--- config.mk ---
export PLATFORM = sky130hd
export DESIGN_NAME = sync_pulse_detector
export DESIGN_NICKNAME = d
export VERILOG_FILES = /design/src/rtl/sync_pulse_detector.sv
export SDC_FILE = /design/constraint.sdc
export NUM_CORES = 1
export LEC_CHECK = 0
export CAP_MARGIN = 20
export CORE_MARGIN = 3
export CORE_UTILIZATION = 33
export CTS_CLUSTER_DIAMETER = 120
export DETAILED_ROUTE_END_ITERATION = 12
export PLACE_DENSITY = 0.59
export SLEW_MARGIN = 20
export SYNTH_ARGS = -nofsm -noshare
export SYNTH_HDL_FRONTEND = slang
export SYNTH_SLANG_ARGS = --single-unit
--- constraint.sdc ---
create_clock -name clk -period 6.4 [get_ports clk]
set_input_delay 1.28 -clock clk [delete_from_list [all_inputs] [get_ports clk]]
set_output_delay 1.28 -clock clk [all_outputs]
set_load 0.02 [all_outputs]
--- src/rtl/sync_pulse_detector.sv ---
// Sync slicer for the filtered luma path: hysteresis plus minimum-run qualification,
// normal/broad pulse classification, and pulse width / line period measurement.
module sync_pulse_detector #(
    parameter int DATA_WIDTH  = 12,
    parameter int THRESH_LOW  = 200,
    parameter int THRESH_HIGH = 400,
    parameter int MIN_PULSE   = 8,
    parameter int VSYNC_MIN   = 600,
    parameter int HSYNC_RUN   = 4,
    parameter int CNT_WIDTH   = 16
) (
    input  logic                         clk,
    input  logic                         rst,
    input  logic signed [DATA_WIDTH-1:0] data_in,
    output logic                         sync_level,
    output logic                         sync_start,
    output logic                         hsync_strobe,
    output logic                         vsync_strobe,
    output logic [CNT_WIDTH-1:0]         pulse_width,
    output logic [CNT_WIDTH-1:0]         line_period,
    output logic                         line_valid
);

    localparam int QW = $clog2(MIN_PULSE + 1);
    localparam int RW = (HSYNC_RUN < 1) ? 1 : $clog2(HSYNC_RUN + 1);

    localparam logic signed [DATA_WIDTH-1:0] T_LOW   = DATA_WIDTH'(THRESH_LOW);
    localparam logic signed [DATA_WIDTH-1:0] T_HIGH  = DATA_WIDTH'(THRESH_HIGH);
    localparam logic [QW-1:0]                Q_ZERO  = {QW{1'b0}};
    localparam logic [QW-1:0]                Q_ONE   = QW'(1'b1);
    localparam logic [QW-1:0]                Q_MIN   = QW'(MIN_PULSE);
    localparam logic [RW-1:0]                R_ZERO  = {RW{1'b0}};
    localparam logic [RW-1:0]                R_ONE   = RW'(1'b1);
    localparam logic [RW-1:0]                R_MAX   = RW'(HSYNC_RUN);
    localparam logic [CNT_WIDTH-1:0]         C_ZERO  = {CNT_WIDTH{1'b0}};
    localparam logic [CNT_WIDTH-1:0]         C_ONE   = CNT_WIDTH'(1'b1);
    localparam logic [CNT_WIDTH-1:0]         C_MAX   = {CNT_WIDTH{1'b1}};
    localparam logic [CNT_WIDTH-1:0]         C_VSYNC = CNT_WIDTH'(VSYNC_MIN);

    typedef enum logic [1:0] {
        VIDEO     = 2'd0,
        QUAL_LOW  = 2'd1,
        IN_SYNC   = 2'd2,
        QUAL_HIGH = 2'd3
    } state_t;

    state_t               state_r, state_s;
    logic [QW-1:0]        qual_cnt_r, qual_cnt_s, qual_inc_s;
    logic [CNT_WIDTH-1:0] width_cnt_r, width_cnt_s, width_inc_s;
    logic [CNT_WIDTH-1:0] width_mark_r, width_mark_s;
    logic [RW-1:0]        normal_run_r, normal_run_s;
    logic                 broad_seen_r, broad_seen_s;
    logic [CNT_WIDTH-1:0] period_cnt_r, period_cnt_s;
    logic                 have_start_r, have_start_s;

    logic                 sync_level_r, sync_level_s;
    logic                 sync_start_r, sync_start_s;
    logic                 hsync_r, hsync_s;
    logic                 vsync_r, vsync_s;
    logic [CNT_WIDTH-1:0] pulse_width_r, pulse_width_s;
    logic [CNT_WIDTH-1:0] line_period_r, line_period_s;
    logic                 line_valid_r, line_valid_s;

    logic                 is_low_s, is_high_s, broad_hit_s;

    assign is_low_s    = (data_in < T_LOW);
    assign is_high_s   = (data_in > T_HIGH);
    assign qual_inc_s  = qual_cnt_r + Q_ONE;
    assign width_inc_s = (width_cnt_r == C_MAX) ? C_MAX : (width_cnt_r + C_ONE);
    // Broad detection fires once per pulse, the first time the running width reaches VSYNC_MIN.
    assign broad_hit_s = ((state_r == IN_SYNC) || (state_r == QUAL_HIGH)) &&
                         !broad_seen_r && (width_inc_s >= C_VSYNC);

    // Next-state, counter and strobe decode from the current state and sample class.
    always_comb begin
        state_s       = state_r;
        qual_cnt_s    = qual_cnt_r;
        width_cnt_s   = width_cnt_r;
        width_mark_s  = width_mark_r;
        normal_run_s  = normal_run_r;
        broad_seen_s  = broad_seen_r;
        period_cnt_s  = period_cnt_r;
        have_start_s  = have_start_r;
        sync_start_s  = 1'b0;
        hsync_s       = 1'b0;
        vsync_s       = 1'b0;
        pulse_width_s = pulse_width_r;
        line_period_s = line_period_r;
        line_valid_s  = 1'b0;

        case (state_r)
            VIDEO: begin
                if (is_low_s) begin
                    state_s      = QUAL_LOW;
                    qual_cnt_s   = Q_ONE;
                    width_cnt_s  = C_ONE;
                    broad_seen_s = 1'b0;
                end else begin
                    state_s = VIDEO;
                end
            end
            QUAL_LOW: begin
                if (is_low_s) begin
                    width_cnt_s = width_inc_s;
                    if (qual_inc_s == Q_MIN) begin
                        state_s      = IN_SYNC;
                        qual_cnt_s   = Q_ZERO;
                        sync_start_s = 1'b1;
                    end else begin
                        qual_cnt_s = qual_inc_s;
                    end
                end else begin
                    // Too short to be sync: drop the partial pulse silently.
                    state_s     = VIDEO;
                    qual_cnt_s  = Q_ZERO;
                    width_cnt_s = C_ZERO;
                end
            end
            IN_SYNC: begin
                width_cnt_s = width_inc_s;
                if (is_high_s) begin
                    state_s      = QUAL_HIGH;
                    qual_cnt_s   = Q_ONE;
                    width_mark_s = width_cnt_r;
                end else begin
                    state_s = IN_SYNC;
                end
            end
            QUAL_HIGH: begin
                width_cnt_s = width_inc_s;
                if (is_high_s) begin
                    if (qual_inc_s == Q_MIN) begin
                        // Width excludes the terminating high run, so report the mark.
                        state_s       = VIDEO;
                        qual_cnt_s    = Q_ZERO;
                        width_cnt_s   = C_ZERO;
                        pulse_width_s = width_mark_r;
                        if (width_mark_r < C_VSYNC) begin
                            hsync_s      = 1'b1;
                            normal_run_s = (normal_run_r >= R_MAX) ? R_MAX : (normal_run_r + R_ONE);
                        end else begin
                            normal_run_s = R_ZERO;
                        end
                    end else begin
                        qual_cnt_s = qual_inc_s;
                    end
                end else begin
                    state_s    = IN_SYNC;
                    qual_cnt_s = Q_ZERO;
                end
            end
            default: begin
                state_s     = VIDEO;
                qual_cnt_s  = Q_ZERO;
                width_cnt_s = C_ZERO;
            end
        endcase

        if (broad_hit_s) begin
            broad_seen_s = 1'b1;
            vsync_s      = (normal_run_r >= R_MAX);
        end else begin
            vsync_s = 1'b0;
        end

        // Period restarts at 1 on each start so starts N cycles apart report N.
        if (sync_start_s) begin
            period_cnt_s = C_ONE;
            have_start_s = 1'b1;
            if (have_start_r) begin
                line_period_s = period_cnt_r;
                line_valid_s  = 1'b1;
            end else begin
                line_valid_s = 1'b0;
            end
        end else begin
            period_cnt_s = (period_cnt_r == C_MAX) ? C_MAX : (period_cnt_r + C_ONE);
        end

        sync_level_s = (state_s == IN_SYNC) || (state_s == QUAL_HIGH);
    end

    // State, counters and registered outputs.
    always_ff @(posedge clk or posedge rst) begin
        if (rst) begin
            state_r       <= VIDEO;
            qual_cnt_r    <= Q_ZERO;
            width_cnt_r   <= C_ZERO;
            width_mark_r  <= C_ZERO;
            normal_run_r  <= R_ZERO;
            broad_seen_r  <= 1'b0;
            period_cnt_r  <= C_ZERO;
            have_start_r  <= 1'b0;
            sync_level_r  <= 1'b0;
            sync_start_r  <= 1'b0;
            hsync_r       <= 1'b0;
            vsync_r       <= 1'b0;
            pulse_width_r <= C_ZERO;
            line_period_r <= C_ZERO;
            line_valid_r  <= 1'b0;
        end else begin
            state_r       <= state_s;
            qual_cnt_r    <= qual_cnt_s;
            width_cnt_r   <= width_cnt_s;
            width_mark_r  <= width_mark_s;
            normal_run_r  <= normal_run_s;
            broad_seen_r  <= broad_seen_s;
            period_cnt_r  <= period_cnt_s;
            have_start_r  <= have_start_s;
            sync_level_r  <= sync_level_s;
            sync_start_r  <= sync_start_s;
            hsync_r       <= hsync_s;
            vsync_r       <= vsync_s;
            pulse_width_r <= pulse_width_s;
            line_period_r <= line_period_s;
            line_valid_r  <= line_valid_s;
        end
    end

    assign sync_level   = sync_level_r;
    assign sync_start   = sync_start_r;
    assign hsync_strobe = hsync_r;
    assign vsync_strobe = vsync_r;
    assign pulse_width  = pulse_width_r;
    assign line_period  = line_period_r;
    assign line_valid   = line_valid_r;

endmodule

# Yosys cells after proc, flatten, opt, wreduce, memory -nomap -nowiden
# Cells that the tools add are included.
dict set report classes {
  n_addsub 4
  n_mux 36
  order_cmp 5
  n_reduce_logical 13
  eq_ne 10
}
# cell n
set ops {}
lappend ops {{$mux W16} 7}
lappend ops {{$pmux W16 S4} 1}
lappend ops {{$add A16 B1 Y16 const B} 2}
lappend ops {{$eq A16 B16 Y1 const B} 2}
lappend ops {{$mux W4} 5}
lappend ops {{$ge A16 B10 Y1 const B} 1}
lappend ops {{$lt A16 B10 Y1 const B} 1}
lappend ops {{$pmux W4 S4} 1}
lappend ops {{$mux W1} 15}
lappend ops {{$gt A12 B10 Y1 const B} 1}
lappend ops {{$lt A12 B9 Y1 const B} 1}
lappend ops {{$eq A2 B2 Y1 const B} 4}
lappend ops {{$mux W2} 4}
lappend ops {{$pmux W2 S4} 1}
lappend ops {{$reduce_and A2 Y1} 4}
lappend ops {{$mux W3} 2}
lappend ops {{$add A4 B1 Y4 const B} 1}
lappend ops {{$eq A4 B4 Y1 const B} 1}
lappend ops {{$ne A2 B2 Y1 const B} 2}
lappend ops {{$reduce_bool A2 Y1} 2}
lappend ops {{$add A3 B1 Y3 const B} 1}
lappend ops {{$ge A3 B3 Y1 const B} 1}
lappend ops {{$reduce_and A3 Y1} 1}
lappend ops {{$eq A2 B1 Y1 const B} 1}
lappend ops {{other kinds (4)} 6}
dict set report word_totals {
  ff_bits 96
  output_inout_bits 37
  inputBits 14
}

# Depth between registers and ports, before layout
# Gate-level depths: netlist (run 1).
dict set report logic_depth {
  word_depth 7
  depth_mapped 10
}

# Worst setup path before layout (run 1)
# No wires, ideal clock.
dict set report synth_timing {
  path_kind {input port to flip-flop}
  from {input data_in[3]}
  to {register width_mark_r[0]}
  t_arrival_ns 2.754
  setup_slack_ns 3.522
  required_time_ns 6.275
  n_path_buf 1
  stages 6
  cell_sequence {o41a_1 -> o311ai_2 -> a21oi_1 -> nand3_2 -> buf_4 -> mux2_2}
}
dict set report synth_between {
  elab_chain_cells 2
}
# item line
set synth_rtl {}
lappend synth_rtl {{start: declaration} 14} ;# input logic signed [DATA_WIDTH-1:0] data_in,
lappend synth_rtl {{$gt A12 B10 Y1} 67} ;# assign is_high_s = (data_in > T_HIGH);
lappend synth_rtl {{$reduce_and A2 Y1 (no source line)} n/a}
lappend synth_rtl {{end signal: assignment} 205} ;# width_mark_r <= width_mark_s;
lappend synth_rtl {{end: declaration} 50} ;# logic [CNT_WIDTH-1:0] width_mark_r, width_mark_s;
# Every way passes these cells.
# A chain may end at the register's enable or synchronous reset.

# Final worst setup path (run 1)
dict set report layout_timing {
  from {input data_in[3]}
  to {register width_cnt_r[2]}
}
dict set report layout_between {
  elab_chain_cells 3
  elab_cells_between_ends 6
  cone_classes {order compare: 2; eq/ne: 1; mux: 3}
}
# item line
set layout_rtl {}
lappend layout_rtl {{$gt A12 B10 Y1 or $lt A12 B9 Y1 (tied branches)} {67, 66}}
lappend layout_rtl {{$mux W16 (on tied branches)} {131, 103}}
lappend layout_rtl {{$pmux W16 S4} 91} ;# case (state_r)
lappend layout_rtl {{end signal: assignment} 204} ;# width_cnt_r <= width_cnt_s;
lappend layout_rtl {{end: declaration} 49} ;# logic [CNT_WIDTH-1:0] width_cnt_r, width_cnt_s, width_inc_s;
# Several ways; a longest one is shown, not always the timed one.

==> run_results.csv, run 1 <==
group,metric,value,unit
drt,routed.top_layer,"met4",
timing,fin_worst_skew,0.003978,ns
place,pre_cts_ws,2.453,ns
flow_run,max-cap-violations,0,
min_path,min_from,"have_start_r",
timing,fin_crit,3.564,ns
setup_path,rr_worst_depth,7,
clocking,path_clk_slew,0.06,ns
clocking,numCtsBuffers,9,
drt,dr.pass1.iters,4,
setup_path,max_stage_delay,0.75,ns
synthesis,synthArstFlopShare,100.0,%
clocking,tritoncts,"yes",
drt,routed_wl,9656,um
clocking,htreeDepth,3,
setup_path,slowest_stage,"a21bo_1",
clocking,cts_buffer_depth,2,
synthesis,yosys_warnings,0,
drt,vias,3303,
place,place_area,5199,sq um
power,power.leakage,2.419,nW
synthesis,syn-instance-count,418,
cells_and_area,area_delta_synth_final,19.73,%
drt,drt_iter0_drc,169,
min_path,holdPathStages,1,
drt,drt-vias-per-instance,5.177,
timing,layout_setup_ws,2.836,ns
cells_and_area,fin_nets,477,
floorplanning,initial_core_util,34.27,%
synthesis,synth_top_area_share,52.32,%
setup_path,crit_fanout,25,
place,dp_hpwl,6852,um
timing,slew_headroom,40.44,%
timing,setup_viol,0,
setup_path,rr_endpoint,"width_cnt_r[2]",
setup_path,crit_required,6.68,ns
grt,antenna_found_initial,0,
cells_and_area,fillers,1312,
setup_path,cp_data_arrival_time,3.84,ns
synthesis,ys_types,61,
synthesis,avgSynthCellArea,10.99,sq um
place,gp_congestion,0.8359,
drt,avgRoutedWirePerCell,15.13,um
synthesis,syn_nets,437,
setup_path,end_kind,"register",
timing,holdWs,0.4667,ns
drt,drc,0,
floorplanning,rows,42,
timing,fin_setup_tns,0,ns
timing,drv_slew,0,
timing,worstMarginPinSlew,0.8934,ns
setup_path,cp-start-kind,"primary input",
drt,wirelength_met1,4279,um
clocking,clock_sinks,96,
floorplanning,core_area,13400,sq um
floorplanning,die_h,124.0,um
power,max-vdd-ir-drop,161.2,uV
synthesis,synth_edf_count,0,
timing,finalHoldViolCount,0,
floorplanning,io_pins,51,
setup_path,crit_type,"in2reg",
timing,finalCritPeriodShare,55.69,%
drt,wl_met2,4831,um
synthesis,syn_area,4592,sq um
place,portBuffers,50,
synthesis,synth-seq-cells,96,
power,p_per_area,263.2,nW/um^2
synthesis,synth-seq-area-share,52.32,%
floorplanning,die_area,15370,sq um
timing,fmax,280.6,MHz
clocking,post-cts-setup-buffers,0,
grt,grt_overflow,0,
synthesis,synthTopCellsByArea,"dfrtp_1 (52%), mux2_2 (9.1%), nand2_1 (3.0%)",
grt,grt_pass1_vias,3271,
setup_path,r2r_setup_slack,3.78,ns
drt,ant_nets,0,
cells_and_area,final_util,41.03,%
cells_and_area,seqCellArea,2402,sq um
clocking,hold_buffers,0,
grt,grt_first_pass_wirelength,16550,um
cells_and_area,drive_gt1_share,15.15,%
cells_and_area,multiInputGateArea,1998,sq um
synthesis,ys.flop_type,"dfrtp_1",
cells_and_area,num_antenna_cells,0,
clocking,cts_resized,0,
status,outcome,"finished clean",
min_path,worstHoldPathType,"reg2reg",
synthesis,yosysTopAreaCell,"dfrtp_1",
min_path,min_to,"have_start_r",
timing,rsz0062_at_grt,"false",
setup_path,crit_path_cell_trace,"clkdlybuf4s50_1 > o41a_1 > o311ai_2 > a21bo_1 > o21a_4 > a21o_1 > a22o_1",
setup_path,rr_startpoint,"qual_cnt_r[0]",
cells_and_area,finish.instance_area,5498,sq um
clocking,root_buffer,"clkbuf_16",
floorplanning,dieWidth,124.0,um
clocking,clk_latency,0.34,ns
drt,route.met3.wl,395,um
grt,track_usage,13.83,%
grt,grt_max_degree,62,
-- placed cells by master (no fill, tap or decap), drive strengths merged, types with 4 or more instances in the layout --
master,instances
xor2,7
a21oi,21
nand3,22
ha,5
nand4,8
and4,4
nor2b,4
nor3,4
o21ai,24
dfrtp,96
and2,8
inv,16
mux2,46
clkbuf,13
a21o,6
nand2,37
clkdlybuf4s50,50
a22o,5
nor2,30
-- how the worst max path moves through the flow --
| stage | start | end | cells past startpoint |
|---|---|---|---|
| after floorplan | rst | broad_seen_r | 1 |
| final | data_in[3] | width_cnt_r[2] | 7 |
| after global placement | data_in[5] | line_period[11] | 7 |
| after detailed placement | data_in[3] | width_cnt_r[7] | 7 |
| after CTS | data_in[3] | width_cnt_r[7] | 7 |
| after global routing | data_in[5] | line_period[13] | 7 |
-- per-layer routing --
metal  global-route usage (%)  vias up
met3                    4.178       13
met2                    23.52       66
met4                    3.970        0
li1                         -     1587
met5                        0        -
met1                    17.03     1637
-- final cells by class --
| type | count | share of cell area, % |
|---|---|---|
| Inverter | 16 | 1.138 |
| Multi-Input combinational cell | 283 | 36.35 |
| Tap cell | 176 | 4.005 |
| Timing Repair Buffer | 52 | 9.376 |
| Sequential cell | 96 | 43.70 |
| Clock inverter | 2 | 0.7055 |
| Clock buffer | 13 | 4.734 |
-- synthesized netlist by cell type (3+ instances only) --
cell,count
dfrtp_1,96
mux2_2,37
and2_1,8
buf_6,4
inv_1,16
a22o_1,5
nand3_2,7
xor2_1,7
nand3b_1,3
xnor2_1,3
clkbuf_1,10
a21oi_1,21
nor3_1,4
a21o_1,6
nor2b_1,4
o21ai_0,19
mux2_1,9
nand4_1,8
nand3_1,15
and4_1,4
a31oi_1,3
nor2_1,30
buf_2,6
nand2_1,37
ha_1,5
o21ai_1,3
-- flip-flops by register name, summed over array words and instances (netlist names) --
register and count:
pulse_width 16, line_period 16, sync_start 1, width_mark_r 16, period_cnt_r 16, width_cnt_r 16
line_valid 1, hsync_strobe 1, broad_seen_r 1, sync_level 1, have_start_r 1, state_r 2
normal_run_r 3, vsync_strobe 1, qual_cnt_r 4
-- logic make-up after synthesis --
| kind of cell | count (synthesis) | synth area share [%] |
|---|---|---|
| compound gates | 91 | 14.14 |
| xor+xnor | 10 | 1.907 |
| buf+inv | 39 | 4.169 |
| flops | 96 | 52.32 |
| simple gates | 130 | 14.60 |
| mux | 47 | 11.50 |
| fa+ha+maj | 5 | 1.362 |
-- stage by stage --
| stage | total power, W | instances |
|---|---|---|
| after floorplan | 0.0008684 | 418 |
| after global placement | 0.0009127 | 623 |
| after detailed placement | 0.0009201 | 623 |
| after CTS | 0.001468 | 638 |
| after global routing | 0.001529 | 638 |
| final | 0.001447 | 638 |
-- critical path: cells and delay by family --
| kind | cells | cell delay, ns |
|---|---|---|
| compound gates | 6 | 2.14 |
| buf+inv | 1 | 0.42 |
-- power by group --
group / internal, W / leakage (nW) / total (W) / switching [W]
Clock: 0.000323 / 0.146 / 0.000539 / 0.000216
Sequential: 0.000667 / 1.28 / 0.000749 / 0.0000819
Combinational: 0.0000806 / 0.993 / 0.000158 / 0.0000775
Total: 0.00107 / 2.42 / 0.00145 / 0.000376
(Power assumes the default switching activity.)
==> run 2, diff against run 1 <==
clock period = 3.5 ns   (was 6.4 ns; I/O delays follow)
==> run_results.csv, run 2 (synthesized netlist as in run 1, its figures left out) <==
group,metric,value,unit
power,power,0.002713,W
timing,worstMarginPinSlew,0.6540,ns
clocking,post-cts-setup-buffers,0,
clocking,htreeDepth,3,
setup_path,cp_data_arrival_time,2.82,ns
grt,antenna_found_initial,0,
drt,drt-vias-per-instance,5.073,
place,gp_congestion,0.8130,
drt,avgRoutedWirePerCell,15.50,um
cells_and_area,drive_gt1_share,16.09,%
drt,vias,3257,
grt,grt_util_met3,4.450,%
drt,ant_nets,0,
grt,grt_first_pass_wirelength,17040,um
clocking,tritoncts,"yes",
clocking,cts_resized,0,
clocking,cts_buffer_depth,2,
floorplanning,dieWidth,124.0,um
clocking,path_clk_slew,0.07,ns
cells_and_area,area_delta_synth_final,20.93,%
floorplanning,die_area,15370,sq um
place,dp_cells,626,
status,outcome,"finished clean",
drt,drc,0,
floorplanning,io_pins,51,
drt,drt_iter0_drc,189,
cells_and_area,num_antenna_cells,0,
timing,rsz0062_at_grt,"false",
timing,slew_headroom,56.40,%
drt,dr.pass1.iters,4,
clocking,numCtsBuffers,9,
setup_path,crit_fanout,22,
clocking,hold_buffers,0,
min_path,worstHoldPathType,"reg2reg",
grt,grt_use_met1,18.38,%
timing,fin_crit,2.548,ns
cells_and_area,layout.cells.most_common,"dfrtp_1",
clocking,root_buffer,"clkbuf_16",
floorplanning,core_area,13400,sq um
timing,fin_setup_tns,0,ns
clocking,clock_sinks,96,
flow_run,max-cap-violations,0,
clocking,clk_latency,0.34,ns
timing,finalHoldViolCount,0,
timing,drv_slew,0,
grt,grt_max_degree,57,
setup_path,end_kind,"register",
setup_path,crit_required,3.77,ns
cells_and_area,final_cells,642,
power,power.leakage,2.445,nW
setup_path,cp-start-kind,"primary input",
grt,grt_use_met2,23.15,%
power,p_per_area,488.5,nW/um^2
grt,track_usage,14.12,%
cells_and_area,fin_nets,480,
floorplanning,die_h,124.0,um
grt,gr-max-usage-layer,"met2",
setup_path,crit_type,"in2reg",
floorplanning,initial_core_util,34.27,%
power,max-vdd-ir-drop,305.0,uV
timing,fmax,392.4,MHz
place,portBuffers,50,
grt,grt_overflow,0,
grt,grt_pass1_vias,3252,
timing,finalCritPeriodShare,72.80,%
floorplanning,rows,42,
place,dp_hpwl,7041,um
cells_and_area,final_cell_mix,"dfrtp_1 (96), clkdlybuf4s50_1 (50), mux2_2 (37), nand2_1 (37), nor2_1 (30)",
timing,fin_worst_skew,0.007564,ns
drt,routed_wl,9952,um
timing,setup_viol,0,
==> run 2: stage by stage <==
stage / util (%) / hold WS, ns / worst slack (ns) / instance area, sq um
5_1_grt: 41.44 / 0.5029 / 0.7198 / 5553
2_1_floorplan: - / 0.4301 / 0.2946 / 4592
4_1_cts: 41.44 / 0.4705 / 0.9484 / 5553
3_3_place_gp: 39.06 / 0.4496 / 0.6414 / 5234
3_5_place_dp: 39.06 / 0.4533 / 0.6034 / 5234
6_report: 41.44 / 0.4694 / 0.9519 / 5553
==> run 2: area by class of cell <==
cell class                      instances  area [sq um]
Fill cell                            1272          7848
Sequential cell                        96          2402
Multi-Input combinational cell        283          1998
Timing Repair Buffer                   55         550.5
Clock buffer                           10         229.0
Tap cell                              176         220.2
Clock inverter                          6         90.09
Inverter                               16         62.56
==> run 2: worst paths after layout <==
check                          startpoint        endpoint  slack (ns)  cells after the start
setup / recovery               data_in[3]  width_cnt_r[7]        0.95                      8
hold / removal               have_start_r    have_start_r        0.47                      1
setup reg to reg           width_cnt_r[0]    broad_seen_r        1.07                      7
hold reg to reg              have_start_r    have_start_r        0.47                      1
max in group asynchronous             rst  width_cnt_r[6]        2.04                      3
min in group asynchronous             rst  pulse_width[0]        0.77                      2
==> run 2: worst max-delay path, cell delays in order <==
cell	delay [ns]
clkdlybuf4s50_1	0.42
o41a_1	0.43
o311ai_2	0.25
a21bo_1	0.19
buf_4	0.19
o21a_4	0.33
a21o_1	0.17
a22o_1	0.13
==> run 2: per-layer routing <==
layer	routed length, um	up-vias
li1	-	1586
met1	4435	1601
met2	4997	63
met3	422	7
met4	97	0
met5	0	-
==> run 2: power by group <==
part,switching (W),internal [W],leakage [nW]
Clock,0.000418,0.000630,0.153
Combinational,0.000142,0.000149,1.01
Sequential,0.000153,0.00122,1.28
Total,0.000713,0.00200,2.45
==> run 3, diff against run 2 <==
PLACE_DENSITY = 0.6   (was 0.59)
clock period = 2.2 ns   (was 3.5 ns; I/O delays follow)
==> run_results.csv, run 3 (synthesized netlist as in run 1, its figures left out) <==
group,metric,value,unit
status,outcome,"finished clean",
timing,drv_slew,0,
power,power.leakage,2.643,nW
setup_path,slowest_stage,"nor3_2",
timing,fin_worst_skew,0.008960,ns
min_path,min_from,"have_start_r",
cells_and_area,drive_gt1_share,24.85,%
cells_and_area,fin_nets,521,
power,max-vdd-ir-drop,388.7,uV
setup_path,r2r_setup_slack,0.09,ns
min_path,holdPathStages,1,
floorplanning,io_pins,51,
place,dp_cells,665,
timing,finalHoldViolCount,0,
drt,routed_wl,10580,um
clocking,tritoncts,"yes",
setup_path,cp_data_arrival_time,2.34,ns
drt,ant_nets,0,
drt,drc,0,
setup_path,crit_start,"width_cnt_r[0]",
cells_and_area,finish.instance_area,5929,sq um
drt,dr.pass1.iters,4,
min_path,min_to,"have_start_r",
cells_and_area,fillers,1270,
timing,finalCritPeriodShare,95.91,%
timing,worstMarginPinSlew,0.4372,ns
timing,rsz0062_at_grt,"true",
clocking,root_buffer,"clkbuf_16",
floorplanning,dieWidth,124.0,um
setup_path,cp-start-kind,"register",
grt,antenna_found_initial,0,
min_path,worstHoldPathType,"reg2reg",
drt,vias,3494,
cells_and_area,layout.cells.most_common,"dfrtp_1",
clocking,htreeDepth,3,
setup_path,end_kind,"register",
cells_and_area,num_antenna_cells,0,
floorplanning,rows,42,
place,place_area,5553,sq um
grt,grt_first_pass_wirelength,17780,um
setup_path,rr_startpoint,"width_cnt_r[0]",
setup_path,crit_required,2.43,ns
clocking,cts_buffer_depth,2,
clocking,path_clk_slew,0.07,ns
timing,setup_viol,0,
setup_path,max_stage_delay,0.36,ns
cells_and_area,final_cells,683,
grt,grt_max_degree,62,
timing,fmax,473.9,MHz
place,dp_hpwl,7709,um
timing,slew_headroom,70.54,%
power,p_per_area,718.6,nW/um^2
power,power,0.004261,W
floorplanning,core_area,13400,sq um
setup_path,crit_fanout,5,
clocking,clock_sinks,96,
place,portBuffers,50,
setup_path,path_delay_family,"simple AND/OR/NAND/NOR gates",
floorplanning,initial_core_util,34.27,%
drt,drt-vias-per-instance,5.116,
setup_path,rr_endpoint,"broad_seen_r",
clocking,hold_buffers,0,
drt,drt_iter0_drc,225,
place,gp_congestion,0.8962,
timing,holdWs,0.4670,ns
setup_path,crit_path_cell_trace,"ha_1 > nand3_2 > nor3_2 > nand4b_1 > o311ai_0 > nand4_1 > o32a_1",
cells_and_area,final_cell_mix,"dfrtp_1 (95), clkdlybuf4s50_1 (50), buf_4 (42)",
flow_run,max-cap-violations,0,
setup_path,rr_worst_depth,7,
cells_and_area,area_delta_synth_final,29.13,%
drt,avgRoutedWirePerCell,15.49,um
floorplanning,die_area,15370,sq um
clocking,numCtsBuffers,9,
grt,grt_pass1_vias,3531,
grt,track_usage,15.10,%
grt,grt_overflow,0,
clocking,clk_latency,0.35,ns
setup_path,crit_type,"reg2reg",
floorplanning,die_h,124.0,um
setup_path,crit_buf_inv,0,
timing,fin_crit,2.110,ns
[run 3: stage by stage]
step / setup TNS, ns / worst slack [ns] / utilization [%]
2_1_floorplan: 0 / 0.1501 / -
3_3_place_gp: -15.06 / -0.3073 / 41.44
3_5_place_dp: -15.88 / -0.3427 / 41.44
4_1_cts: 0 / 0.01197 / 43.67
5_1_grt: -0.02544 / -0.02478 / 44.25
6_report: 0 / 0.08999 / 44.25
[run 3: worst max-delay path by stage]
stage,slack (ns),cells past startpoint,to
after detailed placement,-0.34,6,pulse_width[13]
final,0.09,7,broad_seen_r
after global placement,-0.31,6,pulse_width[7]
after CTS,0.01,7,normal_run_r[1]
after floorplan,0.15,10,width_cnt_r[5]
after global routing,-0.02,8,qual_cnt_r[3]
[run 3: routing by layer]
layer | vias up | share of wire, % | track usage, %
met3 | 20 | 4.5 | 3.451
met1 | 1709 | 43 | 18.57
met4 | 0 | 2.9 | 7.392
met2 | 89 | 49 | 25.01
li1 | 1676 | - | -
met5 | - | 0 | 0
[run 3: worst reg2reg max path, stage by stage, from the launching register on]
cell,delay [ns]
dfrtp_1,0.35
ha_1,0.23
nand3_2,0.16
nor3_2,0.36
nand4b_1,0.18
o311ai_0,0.15
nand4_1,0.24
o32a_1,0.35
[run 3: repair_timing]
| action | in CTS | in global routing |
|---|---|---|
| pin swaps | 0 | 1 |
| setup endpoints to repair | 3 | 21 |
| buffers inserted | 1 | 1 |
| resized for setup | 2 | 15 |
[run 3: final cells by class]
cell class / count / area (sq um) / area share, %
well taps: 176 / 220.2 / 3.714
clock inverters: 2 / 12.51 / 0.2110
multi-input cells: 283 / 2064 / 34.82
clock buffers: 14 / 274.0 / 4.621
inverters: 16 / 63.81 / 1.076
flip-flops and latches: 96 / 2404 / 40.54
repair buffers: 96 / 890.9 / 15.02
[run 3: where the power goes]
group | switching (W) | internal (W)
logic | 0.000309 | 0.000328
registers | 0.000200 | 0.00194
clock network | 0.000625 | 0.000857
total | 0.00113 | 0.00313
